$ cat config.mk
export PLATFORM = sky130hd
export DESIGN_NAME = bcd_to_binary_converter
export DESIGN_NICKNAME = d
export VERILOG_FILES = /design/src/rtl/bcd_pkg.sv /design/src/rtl/bcd_digit_sub3.sv /design/src/rtl/bcd_to_binary_converter.sv
export SDC_FILE = /design/constraint.sdc
export NUM_CORES = 1
export LEC_CHECK = 0
export ABC_AREA = 1
export BUFFER_PORTS_ARGS = -buffer_cell sky130_fd_sc_hd__buf_2
export CAP_MARGIN = 5
export CORE_MARGIN = 3
export CORE_UTILIZATION = 59
export DETAILED_ROUTE_END_ITERATION = 7
export PLACE_DENSITY = 0.83
export SYNTH_ARGS = -nofsm -noshare
export SYNTH_HDL_FRONTEND = slang
export SYNTH_SLANG_ARGS = --single-unit
$ cat constraint.sdc
create_clock -name clk -period 3.26 [get_ports clk]
set_input_delay 0.652 -clock clk [delete_from_list [all_inputs] [get_ports clk]]
set_output_delay 0.652 -clock clk [all_outputs]
set_load 0.02 [all_outputs]
$ cat src/rtl/bcd_pkg.sv
// rtl/bcd_pkg.sv - shared constants and state encoding for the BCD-to-binary converter
package bcd_pkg;

  localparam int         BCD_DIGIT_W    = 4;
  localparam logic [3:0] BCD_ADJ_THRESH = 4'd8;
  localparam logic [3:0] BCD_ADJ_SUB    = 4'd3;
  localparam logic [3:0] BCD_MAX_DIGIT  = 4'd9;

  typedef enum logic [1:0] {
    IDLE = 2'd0,
    CONV = 2'd1,
    DONE = 2'd2
  } conv_state_e;

endpackage

$ cat src/rtl/bcd_digit_sub3.sv
// rtl/bcd_digit_sub3.sv - per-digit correction cell: subtract 3 when the digit is 8 or more
module bcd_digit_sub3
  import bcd_pkg::*;
(
  input  logic [BCD_DIGIT_W-1:0] din,
  output logic [BCD_DIGIT_W-1:0] dout
);

  assign dout = (din >= BCD_ADJ_THRESH) ? din - BCD_ADJ_SUB : din;

endmodule

$ cat src/rtl/bcd_to_binary_converter.sv
// rtl/bcd_to_binary_converter.sv - iterative reverse double-dabble BCD to binary converter
module bcd_to_binary_converter
  import bcd_pkg::*;
#(
  parameter int DIGITS = 3,
  parameter int BIN_W  = 10
) (
  input  logic                        clk,
  input  logic                        rst,
  input  logic [BCD_DIGIT_W*DIGITS-1:0] bcd_in,
  input  logic                        in_valid,
  output logic                        in_ready,
  output logic [BIN_W-1:0]            bin_out,
  output logic                        out_valid,
  input  logic                        out_ready,
  output logic                        err,
  output logic                        busy
);

  localparam int BCD_W = BCD_DIGIT_W * DIGITS;
  localparam int CNT_W = $clog2(BIN_W + 1);
  localparam logic [CNT_W-1:0] CNT_LAST = CNT_W'(BIN_W - 1);

  conv_state_e state_q, state_d;

  logic [BCD_W-1:0]  bcd_sr;
  logic [BIN_W-1:0]  bin_sr;
  logic [CNT_W-1:0]  cnt;
  logic [BCD_W-1:0]  bcd_shift;
  logic [BCD_W-1:0]  bcd_adj;
  logic [BIN_W-1:0]  bin_shift;
  logic [DIGITS-1:0] digit_bad;
  logic              any_bad;
  logic              last_step;

  // One step moves the low BCD bit into the top of the binary register.
  assign bcd_shift = bcd_sr >> 1;
  assign bin_shift = {bcd_sr[0], bin_sr[BIN_W-1:1]};
  assign last_step = (cnt == CNT_LAST);

  for (genvar g = 0; g < DIGITS; g++) begin : g_digit
    bcd_digit_sub3 u_sub3 (
      .din  (bcd_shift[g*BCD_DIGIT_W +: BCD_DIGIT_W]),
      .dout (bcd_adj[g*BCD_DIGIT_W +: BCD_DIGIT_W])
    );
    assign digit_bad[g] = (bcd_in[g*BCD_DIGIT_W +: BCD_DIGIT_W] > BCD_MAX_DIGIT);
  end

  assign any_bad = |digit_bad;

  always_ff @(posedge clk) begin
    if (rst) state_q <= IDLE;
    else     state_q <= state_d;
  end

  always_comb begin
    state_d   = state_q;
    in_ready  = 1'b0;
    out_valid = 1'b0;
    busy      = 1'b0;
    case (state_q)
      IDLE: begin
        in_ready = 1'b1;
        if (in_valid) state_d = any_bad ? DONE : CONV;
      end
      CONV: begin
        busy = 1'b1;
        if (last_step) state_d = DONE;
      end
      DONE: begin
        busy      = 1'b1;
        out_valid = 1'b1;
        if (out_ready) state_d = IDLE;
      end
      default: state_d = IDLE;
    endcase
  end

  always_ff @(posedge clk) begin
    if (rst) begin
      bcd_sr  <= '0;
      bin_sr  <= '0;
      cnt     <= '0;
      bin_out <= '0;
      err     <= 1'b0;
    end else begin
      case (state_q)
        IDLE: begin
          if (in_valid) begin
            bcd_sr  <= bcd_in;
            bin_sr  <= '0;
            cnt     <= '0;
            bin_out <= '0;
            err     <= any_bad;
          end
        end
        CONV: begin
          bcd_sr <= bcd_adj;
          bin_sr <= bin_shift;
          cnt    <= cnt + 1'b1;
          if (last_step) begin
            bin_out <= bin_shift;
            err     <= 1'b0;
          end
        end
        default: ;
      endcase
    end
  end

endmodule

==> results.py <==
metrics = {
    "pwr": {
        "p_sw_uw": 336,
        "p_clk_share_pct": 22.3,
        "p_int_uw": 660,
        "switching_share_pct": 33.7,
        "comb_power_share_pct": 24.4,
        "powerDensity_nw_per_um2": 496,
        "irDropWorstVdd_mv": 0.307,
        "seqPwrFrac_pct": 53.2,
        "p_leak_nw": 0.942,
    },
    "setup_path": {
        "cp.required_ps": 3550,
        "cp-start-kind": "register",
        "endpoint_kind": "register",
        "rrSetupSlack_ps": 1110,
        "cp_max_fo": 25,
        "worst-setup-path-type": "reg -> reg",
        "critPathArrivalTime_ps": 2440,
    },
    "clocking": {
        "cts_tree": "yes",
        "clockRootBuffer": "clkbuf_4",
        "cts_sinks": 38,
        "cts_buffer_depth": 2,
        "cts_setup_buffers": 0,
        "clock_latency_ps": 350,
        "numCtsBuffers": 5,
        "ctsResizeCount": 0,
        "clkSlewWorstSetupHoldPaths_ps": 100,
        "h-tree-depth": 2,
        "cts_hold_buf": 0,
    },
    "route": {
        "via_count": 1684,
        "viasPerCell": 5.30,
        "drtPass1Iterations": 4,
        "drc": 0,
        "final_antenna_net_count": 0,
        "drtIter0Drc": 77,
        "wire_per_inst_um": 11.5,
        "routed_wl_um": 3660,
    },
    "global_routing": {
        "grt_max_degree": 26,
        "antenna_found_initial": 0,
        "grt_pass1_vias": 1366,
        "grt_usage_pct": 20.6,
        "grt_overflow": 0,
        "grt_pass1_wl_um": 5750,
    },
    "layout": {
        "fin_area_um2": 2010,
        "final_cells": 318,
        "layout_commonest_cell": "nand2_1",
        "area_growth_syn_to_layout_pct": 10.7,
        "final_util_pct": 70.9,
        "antenna_cells": 0,
        "final_nets": 312,
        "final_cell_mix": "nand2_1, dfxtp_1, a21oi_1, buf_2",
        "drive_gt1_share_pct": 15.7,
    },
    "logic_synthesis": {
        "yosysTopAreaCell": "dfxtp_1",
        "synthAdderAreaFrac_pct": 6.22,
        "synth-simple-area-share_pct": 23.5,
        "synth_area_leaders": "dfxtp_1, nand2_1, a21oi_1",
        "synth.distinct_cells": 25,
        "netlist_area_um2": 1810,
        "avgSynthCellArea_um2": 7.00,
        "yosysSeqAreaShare_pct": 42.0,
        "synthCells": 259,
        "synth_xor_area_share_pct": 0.967,
        "synth_top_area_share_pct": 42.0,
        "synth.area.mux_share_pct": 0,
        "syn_nets": 284,
        "synth_compound_area_share_pct": 18.4,
        "synth_top_family_by_area": "simple AND/OR/NAND/NOR gates",
        "yosys_warnings": 0,
        "synth-seq-cells": 38,
    },
    "die": {
        "die_w_um": 61.4,
        "io_pins": 30,
        "core_area_um2": 2830,
        "start_util_pct": 64.0,
        "dieArea_um2": 3770,
        "die_h_um": 61.4,
        "rows": 19,
    },
    "sta": {
        "fin_tns_setup_ps": 0,
        "report.final.setup_viol": 0,
        "fin_crit_ps": 2150,
        "worst_pin_slew_ps": 470,
        "clock_skew_ps": 9.20,
        "max_slew_margin_pct": 68.5,
        "fmax_mhz": 466,
        "fin_crit_sh_pct": 65.8,
        "rsz0062_at_grt": "no",
        "fin_hold_ws_ps": 463,
        "report.final.hold_viol_count": 0,
        "finalMaxSlewViolations": 0,
    },
    "job": {
        "maxCapViolCount": 0,
    },
    "place": {
        "dpl_cell_area_um2": 1960,
        "dp.cells": 311,
        "gp_congestion": 0.839,
        "portBuffers": 29,
        "hpwl_um": 2710,
    },
    "run_status": {
        "status": "finished clean",
    },
    "worst_hold_path": {
        "hold_class": "reg -> reg",
    },
}
synth_stat cells, drive strengths merged:
library cell  number
nand2             72
dfxtp             38
a21oi             30
o21ai             30
inv               28
nor2              24
buf                9
ha                 9
a31oi              3
nand3              3
nand4              2
or2                2
xor2               2
and3               1
clkbuf             1
clkinv             1
nor3               1
nor3b              1
o211ai             1
o22ai              1
worst max-delay path, cell delays in order, from the launching register on:
cell and delay [ps]:
dfxtp_1 360, inv_1 70, ha_1 240, nand2_1 320
nand2_2 140, nand2_2 360, nand2_2 250, inv_2 190
nor2_1 50, nor2_1 100
flip-flops by register name, summed over array words and instances (netlist names):
| signal | cells |
|---|---|
| cnt | 4 |
| bin_out | 10 |
| err | 1 |
| bcd_sr | 12 |
| state_q | 2 |
| bin_sr | 9 |
layout make-up:
| cell class | count | area [µm²] |
|---|---|---|
| tap | 31 | 38.8 |
| fill | 249 | 823 |
| clock inverter | 2 | 10.0 |
| clock buffer | 5 | 37.5 |
| timing repair buffer | 31 | 160 |
| multi-input combinational | 182 | 890 |
| sequential | 38 | 761 |
| inverter | 29 | 109 |
power by group through the flow:
stage                     combinational [mW]  clock, mW  sequential (mW)
after detailed placement               0.243          0            0.541
after global routing                   0.274      0.250            0.535
final                                  0.243      0.222            0.530
after CTS                              0.244      0.231            0.530
after floorplan                        0.167          0            0.556
after global placement                 0.239          0            0.540
final timing paths:
path,startpoint,to,cells past startpoint
max,state_q[0],bin_out[2],9
min,bin_sr[5],bin_sr[5],2
max reg2reg,state_q[0],bin_out[2],9
min reg2reg,bin_sr[5],bin_sr[5],2
logic make-up (layout without fill, tap and decap cells):
group           after synthesis  count (layout)
simple gates                106             106
compound gates               65              65
buf+inv                      39              67
flops                        38              38
fa+ha+maj                     9               9
xor+xnor                      2               2
per-layer routing:
| layer | up-vias | GRT usage (%) | wire [µm] |
|---|---|---|---|
| met2 | 35 | 32.5 | 1630 |
| met3 | 8 | 5.66 | 178 |
| met1 | 755 | 26.9 | 1780 |
| li1 | 886 | - | - |
| met4 | 0 | 8.18 | 67 |
| met5 | - | 0 | 0 |
per-stage QoR:
step / power [mW] / setup slack [ps]
finish: 0.995 / 1110
global route: 1.06 / 903
CTS: 1.01 / 1110
detailed placement: 0.784 / 1020
global placement: 0.778 / 1080
floorplan: 0.723 / 1750
Note: power is estimated with default switching activity, not from simulation.
